===== src/rtl/rv_ui_pkg.sv =====
// Shared types and default timing for the push-button conditioning path.
package rv_ui_pkg;

    typedef enum logic [1:0] {
        BTN_IDLE       = 2'd0,
        BTN_HOLD_DELAY = 2'd1,
        BTN_REPEATING  = 2'd2
    } btn_state_t;

    // Without auto-repeat the hold-delay state is the only held state.
    localparam btn_state_t BTN_HELD = BTN_HOLD_DELAY;

    localparam int BTN_DEFAULT_DEBOUNCE = 50000;    // 10 ms at 5 MHz
    localparam int BTN_DEFAULT_DELAY    = 2500000;  // 500 ms
    localparam int BTN_DEFAULT_PERIOD   = 500000;   // 100 ms

endpackage


===== src/rtl/btn_conditioner_if.sv =====
// Raw button inputs and conditioned level/pulse outputs of btn_conditioner.
interface btn_conditioner_if #(
    parameter int N_BTN = 5
);
    logic [N_BTN-1:0] btn_raw;
    logic [N_BTN-1:0] btn_level;
    logic [N_BTN-1:0] btn_press;
    logic [N_BTN-1:0] btn_release;
    logic             any_press;

    modport master (output btn_raw, input btn_level, btn_press, btn_release, any_press);
    modport slave  (input btn_raw, output btn_level, btn_press, btn_release, any_press);
endinterface


===== src/rtl/btn_debounce_ch.sv =====
// One button channel: 2-FF sync, counter debounce, press/release pulses.
// Auto-repeat of the press pulse is built only when BTN_AUTOREPEAT_EN is defined.
module btn_debounce_ch
    import rv_ui_pkg::*;
#(
    parameter int DEBOUNCE_CYCLES = BTN_DEFAULT_DEBOUNCE
`ifdef BTN_AUTOREPEAT_EN
    ,
    parameter int REPEAT_DELAY  = BTN_DEFAULT_DELAY,
    parameter int REPEAT_PERIOD = BTN_DEFAULT_PERIOD
`endif
) (
    input  logic clk_5M,
    input  logic Rst,
    input  logic raw,
    output logic level,
    output logic press,
    output logic rls,
    output logic press_d
);
    localparam int CW = $clog2(DEBOUNCE_CYCLES);
    localparam logic [CW-1:0] CNT_MAX = CW'(DEBOUNCE_CYCLES - 1);

    logic          s1, s2;
    logic [CW-1:0] cnt;
    btn_state_t    state;
    logic          accept, acc_press, rls_d;

    assign accept    = (s2 != level) && (cnt == CNT_MAX);
    assign acc_press = accept && (state == BTN_IDLE);
    assign rls_d     = accept && (state != BTN_IDLE);

`ifdef BTN_AUTOREPEAT_EN
    // Sized for the larger interval so a long period cannot overflow the counter.
    localparam int RW = $clog2(REPEAT_DELAY > REPEAT_PERIOD ? REPEAT_DELAY : REPEAT_PERIOD);
    localparam logic [RW-1:0] DLY_MAX = RW'(REPEAT_DELAY - 1);
    localparam logic [RW-1:0] PER_MAX = RW'(REPEAT_PERIOD - 1);

    logic [RW-1:0] rcnt;
    logic          rep_fire;

    // An accepted release wins over a repeat falling on the same edge.
    always_comb begin
        rep_fire = 1'b0;
        if (!accept) begin
            case (state)
                BTN_HOLD_DELAY: rep_fire = (rcnt == DLY_MAX);
                BTN_REPEATING:  rep_fire = (rcnt == PER_MAX);
                default:        rep_fire = 1'b0;
            endcase
        end
    end

    assign press_d = acc_press | rep_fire;

    always_ff @(posedge clk_5M) begin
        if (Rst) begin
            state <= BTN_IDLE;
            rcnt  <= '0;
        end else if (rls_d) begin
            state <= BTN_IDLE;
            rcnt  <= '0;
        end else if (acc_press) begin
            state <= BTN_HOLD_DELAY;
            rcnt  <= '0;
        end else begin
            case (state)
                BTN_HOLD_DELAY: begin
                    if (rep_fire) begin
                        state <= BTN_REPEATING;
                        rcnt  <= '0;
                    end else begin
                        rcnt <= rcnt + 1'b1;
                    end
                end
                BTN_REPEATING: rcnt <= rep_fire ? '0 : rcnt + 1'b1;
                default:       rcnt <= '0;
            endcase
        end
    end
`else
    assign press_d = acc_press;

    always_ff @(posedge clk_5M) begin
        if (Rst)            state <= BTN_IDLE;
        else if (acc_press) state <= BTN_HELD;
        else if (rls_d)     state <= BTN_IDLE;
    end
`endif

    always_ff @(posedge clk_5M) begin
        if (Rst) begin
            s1    <= 1'b0;
            s2    <= 1'b0;
            cnt   <= '0;
            level <= 1'b0;
            press <= 1'b0;
            rls   <= 1'b0;
        end else begin
            s1    <= raw;
            s2    <= s1;
            press <= press_d;
            rls   <= rls_d;
            if (s2 == level) begin
                cnt <= '0;
            end else if (cnt == CNT_MAX) begin
                level <= s2;
                cnt   <= '0;
            end else begin
                cnt <= cnt + 1'b1;
            end
        end
    end
endmodule


===== src/rtl/btn_conditioner.sv =====
// N_BTN independent debounced button channels plus a registered any_press.
// Define BTN_AUTOREPEAT_EN to add hold-to-repeat press pulses.
module btn_conditioner
    import rv_ui_pkg::*;
#(
    parameter int N_BTN           = 5,
    parameter int DEBOUNCE_CYCLES = BTN_DEFAULT_DEBOUNCE,
    parameter int REPEAT_DELAY    = BTN_DEFAULT_DELAY,
    parameter int REPEAT_PERIOD   = BTN_DEFAULT_PERIOD
) (
    input logic               clk_5M,
    input logic               Rst,
    btn_conditioner_if.slave  bus
);
    if (DEBOUNCE_CYCLES < 2 || REPEAT_DELAY < 2 || REPEAT_PERIOD < 2) begin : g_param_chk
        $error("btn_conditioner: timing parameters must be >= 2");
    end

    logic [N_BTN-1:0] level, press, rls, press_d;

    for (genvar i = 0; i < N_BTN; i++) begin : g_ch
        btn_debounce_ch #(
            .DEBOUNCE_CYCLES (DEBOUNCE_CYCLES)
`ifdef BTN_AUTOREPEAT_EN
            ,
            .REPEAT_DELAY    (REPEAT_DELAY),
            .REPEAT_PERIOD   (REPEAT_PERIOD)
`endif
        ) u_ch (
            .clk_5M  (clk_5M),
            .Rst     (Rst),
            .raw     (bus.btn_raw[i]),
            .level   (level[i]),
            .press   (press[i]),
            .rls     (rls[i]),
            .press_d (press_d[i])
        );
    end

    // Built from the channels' next-press values so it lines up with btn_press.
    always_ff @(posedge clk_5M) begin
        if (Rst) bus.any_press <= 1'b0;
        else     bus.any_press <= |press_d;
    end

    assign bus.btn_level   = level;
    assign bus.btn_press   = press;
    assign bus.btn_release = rls;
endmodule


===== src/flat_wrapper.sv =====
// flat-port wrapper written by rule: the top's interface ports become plain ports
module btn_conditioner_flat import rv_ui_pkg::*;
#(
    parameter int N_BTN           = 5,
    parameter int DEBOUNCE_CYCLES = BTN_DEFAULT_DEBOUNCE,
    parameter int REPEAT_DELAY    = BTN_DEFAULT_DELAY,
    parameter int REPEAT_PERIOD   = BTN_DEFAULT_PERIOD
)
  (clk_5M, Rst, bus_btn_raw, bus_btn_level, bus_btn_press, bus_btn_release, bus_any_press);
  btn_conditioner_if #(.N_BTN(N_BTN)) bus_i ();
  input logic clk_5M;
  input logic Rst;
  input wire logic [$bits(bus_i.btn_raw)-1:0] bus_btn_raw;
  output wire logic [$bits(bus_i.btn_level)-1:0] bus_btn_level;
  output wire logic [$bits(bus_i.btn_press)-1:0] bus_btn_press;
  output wire logic [$bits(bus_i.btn_release)-1:0] bus_btn_release;
  output wire logic [$bits(bus_i.any_press)-1:0] bus_any_press;
  assign bus_i.btn_raw = bus_btn_raw;
  assign bus_btn_level = bus_i.btn_level;
  assign bus_btn_press = bus_i.btn_press;
  assign bus_btn_release = bus_i.btn_release;
  assign bus_any_press = bus_i.any_press;
  btn_conditioner #(.N_BTN(N_BTN), .DEBOUNCE_CYCLES(DEBOUNCE_CYCLES), .REPEAT_DELAY(REPEAT_DELAY), .REPEAT_PERIOD(REPEAT_PERIOD)) u_core (.clk_5M(clk_5M), .Rst(Rst), .bus(bus_i));
endmodule

===== config.mk =====
export PLATFORM = sky130hd
export DESIGN_NAME = btn_conditioner_flat
export DESIGN_NICKNAME = d
export VERILOG_FILES = /design/src/rtl/rv_ui_pkg.sv /design/src/rtl/btn_conditioner_if.sv /design/src/rtl/btn_debounce_ch.sv /design/src/rtl/btn_conditioner.sv /design/src/flat_wrapper.sv
export SDC_FILE = /design/constraint.sdc
export NUM_CORES = 1
export LEC_CHECK = 0
export ABC_AREA = 1
export ABC_CLOCK_PERIOD_IN_PS = 1400
export BUFFER_PORTS_ARGS = -buffer_cell sky130_fd_sc_hd__buf_2
export CORE_MARGIN = 5
export CORE_UTILIZATION = 40
export DETAILED_ROUTE_END_ITERATION = 7
export SLEW_MARGIN = 0
export SYNTH_ARGS = -nofsm -noshare
export SYNTH_HDL_FRONTEND = slang
export SYNTH_SLANG_ARGS = --single-unit

===== constraint.sdc =====
create_clock -name clk_5M -period 1.4 [get_ports clk_5M]
set_input_delay 0.42 -clock clk_5M [delete_from_list [all_inputs] [get_ports clk_5M]]
set_output_delay 0.42 -clock clk_5M [all_outputs]
set_load 0.05 [all_outputs]

After elaboration in Yosys (flattened, before gate mapping)
Index checks and enable logic that the tools add are counted.
- flip-flop bits (word level): 111
- word-level logic and storage cells: 107
- $add $sub $neg: 5
- eq/ne operators: 15
- muxes and demuxes: 10
- bitwise gates (word level): 5
- reduce and logical (&&, ||, !) cells: 36
- operators with widths (kind ; number):
    16-bit by 1-bit adder with 16-bit output, second input constant ; 5
    16-bit == test, second input constant ; 5
    1-bit logical AND ; 15
    3-bit OR reduction ; 5
    2-bit logical NOT ; 5
    1-bit 2-to-1 mux ; 10
    2-bit AND reduction ; 5
    2-bit nonzero test ; 5
    1-bit == test ; 5
    1-bit inequality test ; 5
    1-bit NOT ; 5
    5-bit OR reduction ; 1

Logic depth before layout (Yosys ltp)
Gate-level depths: netlist of run 1.
- depth in word-level cells: 5
- gate-level depth with buffers: 10

Modules after synthesis
Synthesis of run 1 repeated with hierarchy kept, for this count alone.
- cell total of the unflattened synthesis: 778
- area total of the unflattened synthesis: 5365.1 µm²
- by module, submodules not included (module ; instances ; cells each ; area each (µm²) ; sequential area each (µm²)):
    btn_debounce_ch ; 5 ; 154 ; 1063.5 ; 440.4
    btn_conditioner ; 1 ; 8 ; 47.5 ; 20.0

Worst setup path after synthesis of run 1
No wires, ideal clock.
- path type: flip-flop to flip-flop
- start: reg u_core.g_ch[4].u_ch.cnt[0]
- end: reg u_core.g_ch[4].u_ch.cnt[10]
- arrival: 1.291 ns
- data required time: 1.286 ns
- slack: -0.005 ns
- stages on the path, launching flop included: 10
- path buffers: 1
- period minus slack after synthesis: 1.405 ns
- cells stage by stage: dfxtp_1 -> ha_1 -> nand2_1 -> inv_1 -> nand2_1 -> nor2_1 -> nand2_1 -> nand3_2 -> buf_4 -> nor2_1
- word-level cells in the longest chain between the ends: 2
- elaborated cells on any way between the ends: 3
- classes of those cells: add/sub: 1; eq/ne: 1; reduce/logical: 1
- RTL lines (element ; RTL line ; source):
    from (decl) ; btn_debounce_ch.sv:25 ; logic [CW-1:0] cnt;
    from (signal assigned) ; btn_debounce_ch.sv:110 ; cnt <= cnt + 1'b1;
    branches (longest 2 deep; another with 16-bit by 1-bit adder with 16-bit output) ; -- ;
Several ways; the timed one is not identified.
A chain may end at the register's enable or synchronous reset.

Worst setup path after layout of run 1
- start: reg u_core.g_ch[1].u_ch.cnt[0]
- end: reg u_core.g_ch[1].u_ch.cnt[12]
- word-level cells in the longest chain between the ends: 2
- elaborated cells on any way between the ends: 3
- classes of those cells: add/sub: 1; eq/ne: 1; reduce/logical: 1
- RTL lines (element ; RTL line):
    from (decl) ; btn_debounce_ch.sv:25
    from (signal assigned) ; btn_debounce_ch.sv:110
    branches (longest 2 deep; another with 16-bit by 1-bit adder with 16-bit output) ; --
Several ways; the timed one is not identified.

==> results of run 1 <==
[cell families after synthesis]
group | Yosys count
DFF | 111
AOI/OAI and AO/OA | 58
buffers and inverters | 110
and+or+nand+nor | 337
adders and majority gates | 5
xor gates and xnor gates | 27
[placed cells by master, fill, tap and decap left out, types with 7 or more instances in the layout]
| cell type | instances |
|---|---|
| nand3_2 | 7 |
| nor3b_2 | 9 |
| a21oi_1 | 25 |
| nor2_1 | 95 |
| buf_2 | 16 |
| nand3_1 | 22 |
| buf_6 | 13 |
| nand2_2 | 14 |
| nand3_4 | 8 |
| dfxtp_2 | 23 |
| inv_1 | 75 |
| o21ai_0 | 10 |
| nor2_4 | 17 |
| nor3_1 | 25 |
| buf_4 | 64 |
| dfxtp_1 | 83 |
| inv_2 | 10 |
| xor2_1 | 17 |
| nand2_1 | 87 |
| xnor2_1 | 8 |
| nor2_2 | 10 |
| a21oi_2 | 7 |
| clkbuf_16 | 10 |
| nand4_1 | 15 |
[final cells by class]
cell class	count	area, µm²
multi-input cells	427	2660
clock buffers	9	225
well taps	147	184
clock inverters	6	92.6
flip-flops and latches	111	2270
inverters	86	325
fillers	1091	5430
repair buffers	99	820
[layer usage]
metal	vias up	global-route usage [%]	wire [µm]
li1	2213	-	-
met2	40	24.7	5530
met1	1956	16.0	4440
met5	-	0	0
met3	12	3.65	283
met4	0	4.04	165
[tightest hold or removal path, delay by kind of cell]
kind          cells  cell delay (ns)
simple gates      1             0.06
buf+inv           2             0.11
[power by group]
group | total [W] | switching, W | internal, W
combinational | 0.000134 | 0.0000726 | 0.0000613
clock | 0.00274 | 0.00117 | 0.00157
sequential | 0.00317 | 0.0000114 | 0.00316
[how the worst max path moves through the flow]
stage	end	cells past startpoint	slack [ns]
3_5_place_dp	u_core.g_ch[1].u_ch.cnt[12]	9	-0.09
6_report	u_core.g_ch[1].u_ch.cnt[12]	9	-0.07
4_1_cts	u_core.g_ch[1].u_ch.cnt[12]	9	-0.07
5_1_grt	u_core.g_ch[1].u_ch.cnt[12]	9	-0.18
2_1_floorplan	u_core.g_ch[0].u_ch.cnt[15]	9	0.02
3_3_place_gp	u_core.g_ch[1].u_ch.cnt[12]	9	-0.02
[per-stage QoR]
stage	setup TNS [ns]	utilization (%)	cells	power, W	instance area [µm²]
global placement	-0.126	46.2	856	0.00336	5550
floorplan	0	-	648	0.00332	4900
CTS	-0.0850	50.5	876	0.00613	6070
detailed placement	-1.31	46.2	856	0.00337	5550
finish	-0.339	54.8	885	0.00605	6580
global route	-3.35	54.8	885	0.00626	6580
[state kept, by name, summed over array words and instances, names as in the netlist]
name and count:
u_core.g_ch.u_ch.press 5, u_core.g_ch.u_ch.cnt 80, u_core.g_ch.u_ch.s1 5, u_core.bus.any_press 1
u_core.g_ch.u_ch.rls 5, u_core.g_ch.u_ch.state 5, u_core.g_ch.u_ch.level 5, u_core.g_ch.u_ch.s2 5
[repair_timing]
action | in CTS | in global routing
gates resized for setup | 54 | 123
endpoints found under the hold margin | 0 | 0
pin swaps | 21 | 39
setup buffers | 4 | 8
cloned | 1 | 2
setup endpoints to repair | 71 | 95
==> flow_summary.yaml, run 1 <==
synth:
  synth.mux.area_fraction_pct: 0
  ys_top_cells_by_count: "nor2_1 (114), dfxtp_1 (111), nand2_1 (101), inv_1 (85)"
  synth_top_family_by_area: "simple AND/OR/NAND/NOR gates"
  synth_area_um2: 4900
  seq_area_frac_synth_pct: 45.4
  synth.most_common_cell: "nor2_1"
  syn_nets: 660
  synth_cell_type_count: 36
  synth-async-reset-ratio_pct: 0
  synth_enable_flop_cells: 0
  yosys.area_share.xor_xnor_pct: 4.83
  synth_simple_gate_area_share_pct: 32.0
  synth-compound-area-share_pct: 6.44
  synthesis.instances: 648
  synth.area.top_cells: "dfxtp_1 (45%), nor2_1 (8.7%), nand2_1 (7.7%)"
  synthFlopType: "dfxtp_1"
  synth.avg_cell_area_um2: 7.56
  yosys.area.top_type_share_pct: 45.4
  number_of_storage_elements_in_the_synthesis_netlist: 111
  synth-adder-area-share_pct: 1.28
  synth.yosys.warnings: 0
  synth.largest_area_cell: "dfxtp_1"
routing:
  detail_route.wirelength_um: 10400
  drt-pass1-iter-count: 4
  route.detailed.drc: 0
  detail_route.wl_per_cell_um: 11.8
  vias_post_dr: 4221
  post_drt_via_cell_ratio: 4.77
  route.antenna.remaining_nets: 0
  initialDrtViolationCount: 190
worst_setup_path:
  sort_of_element_at_the_start_of_the_critical_path: "flip-flop"
  timing.critical_path.fanout_max: 4
  timing.reg2reg.setup_slack_ns: -0.07
  worstReg2RegStart: "u_core.g_ch[1].u_ch.cnt[0]"
  path_buf_inv: 1
  critical_path.slowest_cell: "dfxtp_2"
  cp_data_required_time_ns: 1.68
  crit_path_end_kind: "flip-flop"
  critical_path.cell_chain: "ha_4 > nand3_2 > buf_6 > nor2_4 > nand2_4 > nor2_4 > nand2_2 > or2_1 > a21oi_2"
  path_class: "reg2reg"
  regToRegEndpoint: "u_core.g_ch[1].u_ch.cnt[12]"
  max_stage_delay_ns: 0.35
  timing.critical_path.max_delay_family: "simple AND/OR/NAND/NOR gates"
  setup.worst_path.start: "u_core.g_ch[1].u_ch.cnt[0]"
  cp.arrival_ns: 1.75
  cp_common_cell: "nor2_4"
  worstRegToRegCells: 9
timing:
  final_period_minus_worst_setup_slack_ns: 1.47
  worst-slew-pin-transition_ns: 0.342
  max_slew_margin_pct: 77.1
  slew_violations: 0
  final-hold-violation-count: 0
  worst_clock_skew_ns: 0.00714
  worst_hold_slack_ns: 0.271
  final.setup.worst_slack_ns: -0.0701
  achievable-frequency_ghz: 0.680
  report.final.setup_viol: 12
  setup_repair_after_global_routing_missed_its_margin: "true"
  final_cycle_utilization_of_the_critical_path_pct: 105
worst_hold_path:
  worst_hold_path_type: "in2reg"
  instance_count_along_the_most_critical_hold_path: 3
  hold_start: "bus_btn_raw[4]"
  min_to: "u_core.g_ch[4].u_ch.s1"
cts:
  tritoncts_clock_tree: "yes"
  cts_root_buf: "clkbuf_16"
  numCtsBuffers: 9
  path_clk_slew_ns: 0.07
  numClockSinks: 111
  clock_tree.htree_level_count: 3
  cts_buffer_depth: 2
  insertion_delay_ns: 0.35
  cts_hold_buffers: 0
layout:
  antenna-diode-count: 0
  layout-area-overhead-vs-synth_pct: 34.2
  finish.net_count: 746
  final_layout_size_suffix_gt1_share_pct: 34.6
global_routing:
  antenna_found_initial: 0
  grt.total_usage_pct: 13.8
  grt_max_degree: 26
  grt-ovfl-total: 0
  grt_pass1_wl_um: 16600
  via_count_of_the_first_global_routing_pass: 3901
pwr:
  ir_worst_vdd_mv: 0.579
  powerDensity_nw_per_um2: 920
  static_leak_nw: 2.57
place:
  dp_hpwl_um: 7070
  port_buffers: 22
  place_ws_ns: -0.0885
  gpl.final_weighted_congestion: 0.824
run:
  maxCapViolations: 0
floorplan:
  die_h_um: 121
  core_area_um2: 12000
  core.rowCount: 40
  die_width_um: 121
  die_area_um2: 14600
  number_of_top_level_design_ports: 23
  start_util_pct: 40.8
run_status:
  status: "complete, but fails checks"
  failed_checks: "setup timing"
(Power assumes the default switching activity.)
==> inputs of run 2 (changes only) <==
Settings changed: ABC_CLOCK_PERIOD_IN_PS 1400 to 1310, SYNTH_HIERARCHICAL from default to 1.
Clock period 1.4 ns to 1.31 ns, I/O delays scaled along.
==> run 2 against run 1 <==
The flow now finishes without violations; synthesized area increased by 9.5%; sequential share of layout area decreased by 1.7 points; clock skew increased by 0.0034 ns; critical endpoint is now u_core/bus.any_press; largest power group unchanged.
==> flow_summary.yaml, run 2 <==
run_status:
  status: "completed"
cts:
  numClockSinks: 111
  cts_buffer_depth: 2
  numCtsBuffers: 9
  cts_root_buf: "clkbuf_16"
  path_clk_slew_ns: 0.07
  cts_hold_buffers: 0
  insertion_delay_ns: 0.35
  tritoncts_clock_tree: "yes"
  clock_tree.htree_level_count: 3
floorplan:
  core.rowCount: 42
  number_of_top_level_design_ports: 23
  die_width_um: 126
  die_area_um2: 15800
  start_util_pct: 40.7
  die_h_um: 126
  core_area_um2: 13200
routing:
  route.detailed.drc: 0
  post_drt_via_cell_ratio: 4.54
  drt-pass1-iter-count: 5
  detail_route.wl_per_cell_um: 11.0
  vias_post_dr: 4787
  route.antenna.remaining_nets: 0
  initialDrtViolationCount: 225
  detail_route.wirelength_um: 11600
place:
  gpl.final_weighted_congestion: 0.861
  port_buffers: 22
  place_ws_ns: -0.0846
  dp_hpwl_um: 8250
timing:
  setup_repair_after_global_routing_missed_its_margin: "true"
  fin_tns_setup_ns: 0
  slew_violations: 0
  max_slew_margin_pct: 81.9
  achievable-frequency_ghz: 0.777
  report.final.setup_viol: 0
  final_cycle_utilization_of_the_critical_path_pct: 98.3
  worst_clock_skew_ns: 0.0105
  final.setup.worst_slack_ns: 0.0227
  final-hold-violation-count: 0
  worst-slew-pin-transition_ns: 0.272
  final_period_minus_worst_setup_slack_ns: 1.29
worst_setup_path:
  sort_of_element_at_the_start_of_the_critical_path: "flip-flop"
  worstReg2RegStart: "u_core/g_ch[2].u_ch/cnt[0]"
  worstRegToRegCells: 11
  cp.arrival_ns: 1.59
  timing.critical_path.fanout_max: 3
  crit_path_end_kind: "flip-flop"
  regToRegEndpoint: "u_core/bus.any_press"
  timing.reg2reg.setup_slack_ns: 0.02
  path_class: "reg2reg"
  cp_data_required_time_ns: 1.61
layout:
  num-fill-cells: 1314
  layout-area-overhead-vs-synth_pct: 29.1
  largest_register_ff_count: 80
  final_layout_size_suffix_gt1_share_pct: 28.9
  largest-register: "u_core/g_ch.u_ch/cnt"
  mostFrequentLayoutCell: "nand2_1"
  final_core_utilization_pct: 52.5
  antenna-diode-count: 0
  finish.net_count: 886
  final_cell_mix: "nand2_1 (178), nor2_1 (143), inv_1 (95)"
global_routing:
  global_route.usage.met3_pct: 4.19
  grt_pass1_wl_um: 19300
  grt-ovfl-total: 0
  antenna_found_initial: 0
  grt_max_degree: 18
  globalRouteMet2Util_pct: 24.5
  grt.total_usage_pct: 14.6
  via_count_of_the_first_global_routing_pass: 4414
  gr-usage-met1_pct: 18.3
  grt_max_usage_layer: "met2"
synth:
  synth.largest_area_cell: "dfxtp_1"
  number_of_storage_elements_in_the_synthesis_netlist: 111
  synth.area.top_cells: "dfxtp_1 (41%), nand2_1 (14%), nor2_1 (12%)"
  synthFlopType: "dfxtp_1"
  syn_nets: 790
  synth.avg_cell_area_um2: 6.90
  synth_cell_type_count: 21
  synth_enable_flop_cells: 0
  seq_area_frac_synth_pct: 41.4
  synth.most_common_cell: "nand2_1"
  synth_area_um2: 5370
  ys_top_cells_by_count: "nand2_1 (196), nor2_1 (167), dfxtp_1 (111), inv_1 (98), nand3_1 (46)"
  yosys.area.top_type_share_pct: 41.4
  synthesis.instances: 778
  synth-async-reset-ratio_pct: 0
  synth.yosys.warnings: 6
worst_hold_path:
  worst_hold_path_type: "in2reg"
  instance_count_along_the_most_critical_hold_path: 3
  min_to: "u_core/g_ch[2].u_ch/s1"
  hold_start: "bus_btn_raw[2]"
pwr:
  ir_worst_vdd_mv: 0.819
  static_leak_nw: 2.56
  powerDensity_nw_per_um2: 904
run:
  maxCapViolations: 0
[run 2: per-layer routing]
metal / up-vias / wire length, µm
met3: 9 / 388
met2: 49 / 5440
met4: 0 / 129
li1: 2592 / -
met5: - / 0
met1: 2137 / 5610
[run 2: stage by stage]
step | power [W] | cell area, µm² | instances | hold slack (ns)
floorplan | 0.00354 | 5390 | 778 | 0.388
global route | 0.00650 | 6920 | 1055 | 0.235
finish | 0.00626 | 6920 | 1055 | 0.246
detailed placement | 0.00359 | 6130 | 1033 | 0.394
CTS | 0.00635 | 6600 | 1051 | 0.228
global placement | 0.00359 | 6130 | 1033 | 0.391
[run 2: power by group]
| group | internal (W) | switching (W) | total [W] |
|---|---|---|---|
| clock | 0.00149 | 0.00125 | 0.00274 |
| sequential | 0.00338 | 0.0000118 | 0.00339 |
| combinational | 0.0000498 | 0.0000744 | 0.000124 |
| total | 0.00492 | 0.00134 | 0.00626 |
[run 2: cell families (layout without fill, tap and decap cells)]
kind of cell,count (synthesis),count (layout),synth area share [%]
buffers and inverters,108,206,8.26
XOR/XNOR,35,35,5.71
AND/OR/NAND/NOR,474,477,38.5
flip-flops,111,111,41.4
AO/OA/AOI/OAI,45,45,4.90
adder cells (fa/ha/maj),5,5,1.17
[run 2: layout make-up]
class	instances	area, µm²	area share (%)
flip-flops and latches	111	2270	32.9
repair buffers	87	717	10.4
inverters	103	387	5.58
clock inverters	5	57.6	0.831
multi-input cells	562	3040	43.8
well taps	176	220	3.18
clock buffers	11	233	3.36
[run 2: repair_timing]
action                                  4_1_cts  5_1_grt
cloned                                        0        3
resized for setup                            51       89
endpoints found under the setup margin       60       99
setup buffers                                 2        3
pin swaps                                     8       20
endpoints found under the hold margin         0        0
[run 2: worst max path at each step]
stage / startpoint / end / slack [ns] / cells past startpoint
3_5_place_dp: u_core/g_ch[0].u_ch/cnt[1] / u_core/bus.any_press / -0.08 / 11
5_1_grt: u_core/g_ch[4].u_ch/cnt[0] / u_core/bus.any_press / -0.09 / 11
3_3_place_gp: u_core/g_ch[0].u_ch/cnt[1] / u_core/bus.any_press / -0.08 / 11
6_report: u_core/g_ch[2].u_ch/cnt[0] / u_core/bus.any_press / 0.02 / 11
4_1_cts: u_core/g_ch[0].u_ch/cnt[0] / u_core/bus.any_press / 0.0003 / 11
2_1_floorplan: u_core/g_ch[1].u_ch/cnt[1] / u_core/bus.any_press / 0.002 / 11
[run 2: critical path, cell delays in order (launching register included)]
cell and delay [ns]:
dfxtp_2 0.36, ha_4 0.15, nand3_4 0.10, inv_2 0.09, nand2_2 0.07, nor2_4 0.10, nand2_2 0.08, nor2_1 0.09
inv_1 0.05, nand3_1 0.07, nand2_1 0.05, inv_1 0.04
